<file path="config.mk">
export PLATFORM = sky130hd
export DESIGN_NAME = sdhci_auto_cmd_seq
export DESIGN_NICKNAME = d
export VERILOG_FILES = /design/src/rtl/sdhci_auto_cmd_seq.sv
export SDC_FILE = /design/constraint.sdc
export NUM_CORES = 1
export LEC_CHECK = 0
export ABC_AREA = 1
export CORE_ASPECT_RATIO = 0.9
export CORE_MARGIN = 2
export CORE_UTILIZATION = 55
export CTS_CLUSTER_SIZE = 28
export DETAILED_ROUTE_END_ITERATION = 6
export DONT_BUFFER_PORTS = 1
export PLACE_DENSITY = 0.68
export SYNTH_ARGS = -nofsm -noshare
export SYNTH_HDL_FRONTEND = slang
export SYNTH_SLANG_ARGS = --single-unit
export TNS_END_PERCENT = 50
</file>
<file path="constraint.sdc">
create_clock -name clk_i -period 5.55 [get_ports clk_i]
set_clock_uncertainty 0.05 [all_clocks]
set_input_delay 1.665 -clock clk_i [delete_from_list [all_inputs] [get_ports clk_i]]
set_output_delay 1.665 -clock clk_i [all_outputs]
set_load 0.1 [all_outputs]
</file>
<file path="src/rtl/sdhci_auto_cmd_seq.sv">
// sdhci_auto_cmd_seq: CMD-line issue sequencer. Queues driver commands and
// interleaves host-generated Auto CMD12 (after transfers) and Auto CMD23
// (before flagged commands), applying the SDHCI ordering and
// error-suppression rules and keeping the Auto CMD Error Status bits.
module sdhci_auto_cmd_seq #(
    parameter int unsigned DrvQueueDepth = 1,
    parameter bit          AutoCmd23En   = 1'b0,
    parameter logic [31:0] Acmd12Arg     = 32'h0
) (
    input  logic        clk_i,
    input  logic        rst_i,
    input  logic        drv_valid_i,
    output logic        drv_ready_o,
    input  logic [5:0]  drv_idx_i,
    input  logic [31:0] drv_arg_i,
    input  logic [1:0]  drv_rsp_type_i,
    input  logic        drv_auto23_i,
    input  logic [15:0] blk_cnt_i,
    input  logic        auto12_req_i,
    output logic        phy_valid_o,
    input  logic        phy_ready_i,
    output logic [5:0]  phy_idx_o,
    output logic [31:0] phy_arg_o,
    output logic [1:0]  phy_rsp_type_o,
    input  logic        phy_done_i,
    input  logic [3:0]  phy_err_i,
    output logic        drv_done_o,
    output logic [3:0]  drv_err_o,
    output logic        drv_flush_o,
    output logic [7:0]  acmd_err_o,
    input  logic [7:0]  acmd_err_clr_i
);

    localparam int unsigned    PtrW    = (DrvQueueDepth > 1) ? $clog2(DrvQueueDepth) : 1;
    localparam logic [2:0]     Depth   = 3'(DrvQueueDepth);
    localparam logic [PtrW-1:0] LastPtr = PtrW'(DrvQueueDepth - 1);

    localparam logic [2:0] IDLE       = 3'd0;
    localparam logic [2:0] AUTO_ISSUE = 3'd1;
    localparam logic [2:0] AUTO_WAIT  = 3'd2;
    localparam logic [2:0] DRV_ISSUE  = 3'd3;
    localparam logic [2:0] DRV_WAIT   = 3'd4;

    logic [2:0]      state;
    logic            auto_sel;     // 0: CMD12 in flight, 1: CMD23 in flight
    logic            auto12_pend;
    logic            cmd23_done;   // CMD23 already completed for the queue head
    logic [PtrW-1:0] rd_ptr;
    logic [PtrW-1:0] wr_ptr;
    logic [2:0]      count;
    logic [40:0]     q_mem [1<<PtrW];
    logic [40:0]     head;
    logic            empty;
    logic            full;
    logic            push;
    logic            pop;
    logic            flush;
    logic            pend_clr;
    logic [7:0]      acmd_set;

    function automatic logic [PtrW-1:0] ptr_inc(input logic [PtrW-1:0] p);
        return (p == LastPtr) ? '0 : p + 1'b1;
    endfunction

    assign head  = q_mem[rd_ptr];
    assign empty = (count == 3'd0);
    assign full  = (count == Depth);
    assign pop   = (state == DRV_WAIT) && phy_done_i;
    assign flush = (state == AUTO_WAIT) && phy_done_i && (phy_err_i != 4'h0) && !empty;
    // A full queue still accepts a push in the cycle its head retires.
    assign drv_ready_o = (!full || pop) && !rst_i;
    assign push        = drv_valid_i && drv_ready_o;

    // Queue storage: entry written on every accepted push.
    // NOTE: storage has no reset; count gates every read, so stale entries are never used.
    always_ff @(posedge clk_i) begin
        if (push) begin
            q_mem[wr_ptr] <= {drv_auto23_i, drv_rsp_type_i, drv_idx_i, drv_arg_i};
        end
    end

    // Queue pointers and occupancy; a flush keeps only a same-cycle push.
    // NOTE: sequential state uses non-blocking assignments so all flops update together.
    always_ff @(posedge clk_i) begin
        if (rst_i) begin
            rd_ptr <= '0;
            wr_ptr <= '0;
            count  <= 3'd0;
        end else begin
            if (push) begin
                wr_ptr <= ptr_inc(wr_ptr);
            end
            if (flush) begin
                rd_ptr <= wr_ptr;
                count  <= {2'b00, push};
            end else begin
                if (pop) begin
                    rd_ptr <= ptr_inc(rd_ptr);
                end
                count <= count + {2'b00, push} - {2'b00, pop};
            end
        end
    end

    // Completion side effects: which status bits to set, whether CMD12 is retired.
    // NOTE: every output gets a default first so no latch is inferred.
    always_comb begin
        acmd_set = 8'h00;
        pend_clr = 1'b0;
        if ((state == AUTO_WAIT) && phy_done_i) begin
            // A failed CMD12 is also retired; it is never retried.
            pend_clr = !auto_sel;
            if (phy_err_i != 4'h0) begin
                acmd_set[4:1] = phy_err_i;
                acmd_set[7]   = flush;
            end
        end
        if (pop && (phy_err_i != 4'h0) && auto12_pend) begin
            pend_clr    = 1'b1;
            acmd_set[0] = 1'b1;
        end
    end

    // Auto CMD12 request flag; repeated requests while pending collapse into one.
    always_ff @(posedge clk_i) begin
        if (rst_i) begin
            auto12_pend <= 1'b0;
        end else if (pend_clr) begin
            auto12_pend <= 1'b0;
        end else if (auto12_req_i) begin
            auto12_pend <= 1'b1;
        end
    end

    // CMD23 marker for the head; dropped when the head leaves the queue.
    always_ff @(posedge clk_i) begin
        if (rst_i || pop || flush) begin
            cmd23_done <= 1'b0;
        end else if ((state == AUTO_WAIT) && phy_done_i && auto_sel && (phy_err_i == 4'h0)) begin
            cmd23_done <= 1'b1;
        end
    end

    // Sticky Auto CMD Error Status with write-1-to-clear; a set beats a clear.
    always_ff @(posedge clk_i) begin
        if (rst_i) begin
            acmd_err_o <= 8'h00;
        end else begin
            acmd_err_o <= (acmd_err_o & ~acmd_err_clr_i) | acmd_set;
        end
    end

    // Issue FSM: arbitrates CMD12 > CMD23 > driver head and drives the PHY handshake.
    always_ff @(posedge clk_i) begin
        if (rst_i) begin
            state          <= IDLE;
            auto_sel       <= 1'b0;
            phy_valid_o    <= 1'b0;
            phy_idx_o      <= 6'd0;
            phy_arg_o      <= 32'h0;
            phy_rsp_type_o <= 2'b00;
            drv_done_o     <= 1'b0;
            drv_err_o      <= 4'h0;
            drv_flush_o    <= 1'b0;
        end else begin
            drv_done_o  <= 1'b0;
            drv_err_o   <= 4'h0;
            drv_flush_o <= 1'b0;
            case (state)
                IDLE: begin
                    if (auto12_pend) begin
                        auto_sel       <= 1'b0;
                        phy_valid_o    <= 1'b1;
                        phy_idx_o      <= 6'd12;
                        phy_arg_o      <= Acmd12Arg;
                        phy_rsp_type_o <= 2'b11;
                        state          <= AUTO_ISSUE;
                    end else if (!empty) begin
                        phy_valid_o <= 1'b1;
                        if (AutoCmd23En && head[40] && !cmd23_done) begin
                            auto_sel       <= 1'b1;
                            phy_idx_o      <= 6'd23;
                            phy_arg_o      <= {16'h0, blk_cnt_i};
                            phy_rsp_type_o <= 2'b10;
                            state          <= AUTO_ISSUE;
                        end else begin
                            phy_idx_o      <= head[37:32];
                            phy_arg_o      <= head[31:0];
                            phy_rsp_type_o <= head[39:38];
                            state          <= DRV_ISSUE;
                        end
                    end
                end
                AUTO_ISSUE: begin
                    if (phy_ready_i) begin
                        phy_valid_o <= 1'b0;
                        state       <= AUTO_WAIT;
                    end
                end
                AUTO_WAIT: begin
                    if (phy_done_i) begin
                        drv_flush_o <= flush;
                        state       <= IDLE;
                    end
                end
                DRV_ISSUE: begin
                    if (phy_ready_i) begin
                        phy_valid_o <= 1'b0;
                        state       <= DRV_WAIT;
                    end
                end
                DRV_WAIT: begin
                    if (phy_done_i) begin
                        drv_done_o <= 1'b1;
                        drv_err_o  <= phy_err_i;
                        state      <= IDLE;
                    end
                end
                default: state <= IDLE;
            endcase
        end
    end

endmodule

</file>
== Yosys cells after proc, flatten, opt, wreduce, memory -nomap -nowiden ==
Memory sizes are Yosys's and may differ from the RTL's. A register that Yosys moved wholly into a read port is not among the register bits.
Cells that the tools add are included.
Word-level totals
  logic and storage cells: 96
  memories: 1
  register bits after elaboration: 64
  output and inout bits: 56
  bits of input ports: 75
  memory bits (writable): 82
Operators by class
  add/subtract/negate cells: 4
  reductions and logical operators: 27
  equal/unequal tests: 11
  bitwise logic cells: 6
  mux-type cells: 33
Memory list
  q_mem: words 2, width 41, read ports 1, clocked after Yosys merged registers in 1, write ports 1, RTL line 51  | logic [40:0] q_mem [1<<PtrW];
Operator list (count)
  $mux W32: 2
  $mux W1: 18
  $mux W3: 5
  $mux W6: 2
  $pmux W3 S4: 1
  $reduce_or A2 Y1: 5
  $and A8 B8 Y8: 1
  $logic_and A1 B1 Y1: 8
  $mux W4: 2
  $not A8 Y8: 1
  $or A8 B8 Y8: 1
  $eq A3 B1 Y1 const B: 2
  $eq A3 B2 Y1 const B: 2
  $logic_not A3 Y1: 2
  $ne A2 B2 Y1 const B: 3
  $reduce_or A3 Y1: 2
  $mux W2: 2
  $ne A2 B1 Y1 const B: 2
  $reduce_and A4 Y1: 1
  $reduce_bool A2 Y1: 2
  $reduce_bool A4 Y1: 1
  $add A3 B1 Y3: 1
  $eq A3 B3 Y1 const B: 1
  $logic_not A1 Y1: 3
  other kinds (8): 11

== Longest topological paths before layout ==
  depth after elaboration: 8
  gate-level depth with buffers: 13
  gate-level depth less buffers: 13

== Worst setup path after synthesis ==
No wires, ideal clock.
  path kind: input-to-reg
  start: in rst_i
  end: reg count[2]
  data arrival time: 4.723 ns
  path buffers: 1
  setup slack: 0.707 ns
  data required time: 5.430 ns
  setup time: 0.070 ns
  stages: 12
  path through: buf_2 -> inv_1 -> nand2_2 -> a21boi_2 -> inv_1 -> ha_1 -> inv_1 -> ha_1 -> inv_1 -> fa_1 -> or2_2 -> a21oi_1
On the way
  cells in the longest elaborated chain, start to end: 5
  elaborated cells between the ends (all ways): 6
  classes of those cells: 2 x add/sub; 4 x reduce/logical
RTL lines
  start: declaration: RTL line 11  | input logic rst_i,
  $logic_not A1 Y1: RTL line 71  | assign drv_ready_o = (!full || pop) && !rst_i;
  $logic_and A1 B1 Y1: RTL line 71
  $logic_and A1 B1 Y1: RTL line 72  | assign push = drv_valid_i && drv_ready_o;
  via push: RTL line 55  | logic push;
  $add A3 B1 Y3: RTL line 100  | count <= count + {2'b00, push} - {2'b00, pop};
  $sub A3 B1 Y3: RTL line 100
  end signal: assignment: RTL line 95  | count <= {2'b00, push};
  end signal: assignment: RTL line 100
  end: declaration: RTL line 50  | logic [2:0] count;
The timed path passes the listed nets, and every way through them passes these cells.
A chain may end at the register's enable or synchronous reset.

== Final worst setup path ==
  start: in rst_i
  end: out drv_ready_o
On the way
  cells in the longest elaborated chain, start to end: 2
RTL lines
  $logic_not A1 Y1: RTL line 71
  $logic_and A1 B1 Y1: RTL line 71
  end: declaration: RTL line 13  | output logic drv_ready_o,
Every way passes these cells.

==> impl_metrics.env <==
export IMPL_port_buffers=0
export IMPL_fillers=598
export IMPL_power_total_mw=2.71
export IMPL_via_per_inst=5.32
export IMPL_rows=29
export IMPL_critPathLaunchType="input port"
export IMPL_grt_max_degree=46
export IMPL_mostFrequentLayoutCell="dfxtp_1"
export IMPL_cts_root_buffer="clkbuf_8"
export IMPL_grt_pass1_wl_um=11500
export IMPL_synth_top_family_by_area="simple AND/OR/NAND/NOR gates"
export IMPL_p_leak_nw=1.43
export IMPL_rsz0062_at_grt="false"
export IMPL_endpoint_kind="primary output"
export IMPL_syn_avg_cell_area_sq_um=11.5
export IMPL_antenna_found_initial=0
export IMPL_critPathKind="in -> out"
export IMPL_io_pins=131
export IMPL_clock_latency_ps=350
export IMPL_syn_area_sq_um=4010
export IMPL_setup_violations=0
export IMPL_synth_simple_area_share_pct=20.3
export IMPL_finalSetupTns_ps=0
export IMPL_yosys_warnings=0
export IMPL_final_max_slew_viol_count=0
export IMPL_fin_crit_sh_pct=77.0
export IMPL_synth_cells=349
export IMPL_dp_worst_setup_slack_ps=1260
export IMPL_fp_dieH_um=85.0
export IMPL_cpPeakStageDelay_ps=300
export IMPL_max_freq_ghz=0.234
export IMPL_critical_path_max_fanout=45
export IMPL_slowest_stage="inv_1"
export IMPL_hold_class="reg -> reg"
export IMPL_postCtsSetupRepairBufs=0
export IMPL_drc=0
export IMPL_synth_xor_xnor_area_share_pct=0.219
export IMPL_slew_headroom_pct=30.6
export IMPL_ant_nets=0
export IMPL_crit_family="buffers and inverters"
export IMPL_numCtsBuffers=9
export IMPL_drt_first_iter_violations=68
export IMPL_synth_adder_area_share_pct=1.12
export IMPL_grt_overflow=0
export IMPL_drive_above_1_share_pct=28.7
export IMPL_synthMuxAreaShare_pct=0
export IMPL_start_util_pct=56.9
export IMPL_mostFrequentLayoutCells="dfxtp_1, nand2_1, edfxtp_1"
export IMPL_cts_sinks=102
export IMPL_synth_fp_nets=427
export IMPL_core_area_sq_um=7040
export IMPL_hold_viol=0
export IMPL_cap_violations=0
export IMPL_powerDensity_nw_per_um2=652
export IMPL_grt_pass1_vias=2269
export IMPL_dieArea_sq_um=7980
export IMPL_cts_clk_slew_worst_paths_ps=90
export IMPL_via_count=2352
export IMPL_firstDrtPassIters=4
export IMPL_synth_compound_area_share_pct=10.4
export IMPL_cts_buffer_depth=2
export IMPL_yosysSeqAreaShare_pct=61.0
export IMPL_ys_ff_latch=102
export IMPL_timing_critical_path_buf_inv=2
export IMPL_htreeDepth=3
export IMPL_crit_arrival_ps=2560
export IMPL_routedWlPerCell_um=16.2
export IMPL_ys_types=32
export IMPL_worst_pin_slew_ps=1040
export IMPL_cts_tree="done"
export IMPL_cp_cell_sequence="inv_1, nand2_2, nand2_1, buf_4"
export IMPL_ctsHoldBuffers=0
export IMPL_synthToLayoutAreaGrowth_pct=3.69
export IMPL_layout_nets=422
export IMPL_dp_hpwl_um=4570
export IMPL_setup_slack_ps=1280
export IMPL_outcome="finished clean"
export IMPL_drt_wl_total_um=7170
export IMPL_place_congestion=0.703
export IMPL_antenna_cells=0
export IMPL_cts_resized=0
export IMPL_grt_util_all_layers_pct=18.9
export IMPL_vdd_drop_max_mv=0.327
export IMPL_final_core_util_pct=59.0
export IMPL_min_period_ps=4270
export IMPL_die_width_um=94.0
export IMPL_crit_required_ps=3840
[where the power goes]
group | internal, mW | leakage, nW | switching, mW | total (mW)
Combinational | 0.188 | 0.479 | 0.431 | 0.620
Clock | 0.162 | 0.0740 | 0.231 | 0.392
Sequential | 0.930 | 0.879 | 0.768 | 1.70
Total | 1.28 | 1.43 | 1.43 | 2.71
[layout make-up]
class / count / area [sq um] / area share, %
Sequential cell: 102 / 2440 / 58.8
Multi-Input combinational cell: 196 / 1290 / 31.1
Clock buffer: 12 / 135 / 3.25
Inverter: 33 / 131 / 3.16
Tap cell: 93 / 116 / 2.80
Clock inverter: 4 / 23.8 / 0.572
Timing Repair Buffer: 2 / 15.0 / 0.361
[final timing paths]
check	startpoint	to	slack, ps	cells after the start
setup reg to reg	state[1]	count[2]	3040	13
setup / recovery	rst_i	drv_ready_o	1280	4
hold / removal	q_mem[0][34]	phy_idx_o[2]	430	2
hold reg to reg	q_mem[0][34]	phy_idx_o[2]	430	2
[synth_stat cells (all sizes together)]
cell | number | share of area (%)
xnor2 | 1 | 0.22
buf | 14 | 3.4
fa | 1 | 0.50
o211ai | 2 | 0.37
a21oi | 41 | 8.5
o21ai | 5 | 0.62
a21boi | 1 | 0.28
nand3 | 42 | 10
nand2 | 61 | 6.0
ha | 2 | 0.62
inv | 33 | 3.3
clkbuf | 4 | 0.37
nor2 | 28 | 2.8
nor3 | 5 | 0.91
nand4 | 2 | 0.31
edfxtp | 40 | 30
o22ai | 4 | 0.62
dfxtp | 62 | 31
or2 | 1 | 0.16
[metal layers]
layer / vias up / wire, um / global-route usage, %
li1: 1151 / - / -
met1: 1119 / 3110 / 23.1
met2: 76 / 3470 / 30.5
met3: 6 / 526 / 8.70
met4: 0 / 66 / 4.74
met5: - / 0 / 0
[kinds of logic after synthesis]
group / count (synthesis)
and+or+nand+nor: 139
adders and majority gates: 3
DFF: 102
buffers and inverters: 51
AOI/OAI and AO/OA: 53
xor gates and xnor gates: 1
[worst min-delay path: cells and delay by family (launching register included)]
kind / cells / cell delay (ps)
DFF: 1 / 330
and+or+nand+nor: 2 / 120
[state kept, by name (all words and copies together), names as in the netlist, 2 cells and up]
signal,cells
q_mem,40
state,3
acmd_err_o,8
phy_rsp_type_o,2
count,3
phy_arg_o,32
drv_err_o,4
phy_idx_o,6
[metrics by stage]
| step | area [sq um] | std cells | hold WS [ps] |
|---|---|---|---|
| 2_1_floorplan | 4010 | 349 | 402 |
| 3_3_place_gp | 4000 | 426 | 408 |
| 4_1_cts | 4150 | 442 | 443 |
| 3_5_place_dp | 4000 | 426 | 422 |
| 6_report | 4150 | 442 | 434 |
| 5_1_grt | 4150 | 442 | 468 |
Power figures use the tool's default switching activity.
==> variant (config.mk and constraints unchanged) <==
Set the parameter `AutoCmd23En` to 1'b1 (it was 1'b0).
--- a/src/rtl/sdhci_auto_cmd_seq.sv
+++ b/src/rtl/sdhci_auto_cmd_seq.sv
@@ -4,7 +4,7 @@
 // error-suppression rules and keeping the Auto CMD Error Status bits.
 module sdhci_auto_cmd_seq #(
     parameter int unsigned DrvQueueDepth = 1,
-    parameter bit          AutoCmd23En   = 1'b0,
+    parameter bit          AutoCmd23En   = 1'b1,
     parameter logic [31:0] Acmd12Arg     = 32'h0
 ) (
     input  logic        clk_i,
Function: changed (Yosys sat finds a counterexample within 4 cycles, from zero or initial values and one cycle with rst_i high).
==> variant against the original RTL <==
Fmax is 0.66% higher; wire length is 11% higher; synthesized area is 0.25% lower; final cell count is 15% higher; cell area is 0.93% higher; sequential share of layout area is 1.1 points higher; non-clock buffer count is 1 lower; sequential cell count is 3 higher; sequential power is 10% higher; first-iteration DRC count is 100% higher; setup slack better by 28 ps; power is 8.8% higher; largest power group unchanged.
==> variant: results (changes against the original RTL) <==
drt_iter0_drc: 137  # +100%
crit_fanout: 6  # -87%
status: "finished clean"
grt_pass1_wl_um: 12800  # +11%
ys_types: 27  # -16%
finalNetCount: 489  # +16%
tightest_slew_ps: 1000  # -39.8 ps
drive_above_1_share_pct: 7.21  # -21 points
fillers: 605  # +1.2%
dp_hpwl_um: 5260  # +15%
routed_via_density: 5.25  # -1.4%
critical_path.max_stage_delay_ps: 440  # +140 ps
grt_pass1_vias: 2560  # +13%
routed_wl_um: 7960  # +11%
hp-start: "auto_sel$_SDFFE_PP0P_"
vdd_drop_max_mv: 0.378  # +15%
grtUsageTotal_pct: 21.0  # +2.1 points
critPathTopFamily: "simple AND/OR/NAND/NOR gates"
post-place-ws_ps: 1310  # +51.2 ps
worstPathArrival_ps: 2530  # -30 ps
top_regs: "q_mem x41, phy_arg_o x32, acmd_err_o x8"
whs_endpoint: "auto_sel$_SDFFE_PP0P_"
critPathSlowestCell: "nand2_2"
synth_seq_area_share_pct: 62.9  # +1.9 points
finalCritPeriodShare_pct: 76.5  # -0.50 points
synth_commonest_cells: "nand2_1 (90), dfxtp_1 (64), nor2_1 (51)"
-- variant: cell count changes after synthesis, sizes merged, moves of 2 or more --
cell    unedited run  this run
a211oi             0         5
clkbuf             4         7
clkinv             0         2
dfxtp             62        64
inv               33        35
nand2             61        96
nand3             42        26
nor2              28        51
nor3               5         3
o211ai             2         0
o21ai              5        25
-- variant: power by group --
| group | switching [µW] | leakage (µW) | internal (µW) |
|---|---|---|---|
| sequential | 894 | 0.000906 | 976 |
| combinational | 412 | 0.000648 | 163 |
| clock | 249 | 0.000107 | 254 |
| total | 1550 | 0.00166 | 1390 |
-- variant: cell type report --
type	count	share of cell area (%)
inverter	37	3.40
sequential	105	59.9
timing repair buffer	1	0.179
clock buffer	9	2.95
multi-input combinational	257	28.5
tap	93	2.78
clock inverter	7	2.24
-- variant: metrics by stage --
stage	hold WS [ps]	instance area (µm²)	instances	power [µW]	utilization (%)
after detailed placement	417	3980	493	2460	56.5
after CTS	432	4190	509	2970	59.6
final	427	4190	509	2950	59.6
after floorplan	388	4000	420	2410	-
after global placement	406	3980	493	2440	56.5
after global routing	470	4190	509	3100	59.6
-- variant: how the worst max path moves through the flow --
stage | from | cells past startpoint | endpoint
floorplan | rst_i | 4 | drv_ready_o
global placement | phy_done_i | 4 | drv_ready_o
detailed placement | phy_done_i | 4 | drv_ready_o
CTS | phy_done_i | 4 | drv_ready_o
global route | phy_done_i | 4 | drv_ready_o
finish | phy_done_i | 4 | drv_ready_o
-- variant: tightest hold or removal path, delay by kind of cell (launching register included) --
kind | cells | cell delay (ps)
AO/OA/AOI/OAI | 1 | 50
buffers and inverters | 1 | 50
flip-flops | 1 | 330
-- variant: metal layers --
layer  track usage, %  part of all wire (%)  vias up
met1             25.8                    41     1207
met5                0                     0        -
met3             7.90                   8.9        8
li1                 -                     -     1353
met4             5.93                  0.77        0
met2             34.9                    50      103
-- variant: cell families (layout without fill, tap and decap cells) --
| kind of cell | Yosys count | count (layout) | synth area share (%) |
|---|---|---|---|
| xor gates and xnor gates | 1 | 1 | 0.219 |
| DFF | 105 | 105 | 62.9 |
| AOI/OAI and AO/OA | 76 | 76 | 9.96 |
| and+or+nand+nor | 177 | 177 | 18.6 |
| adders and majority gates | 3 | 3 | 1.13 |
| buffers and inverters | 58 | 54 | 7.20 |
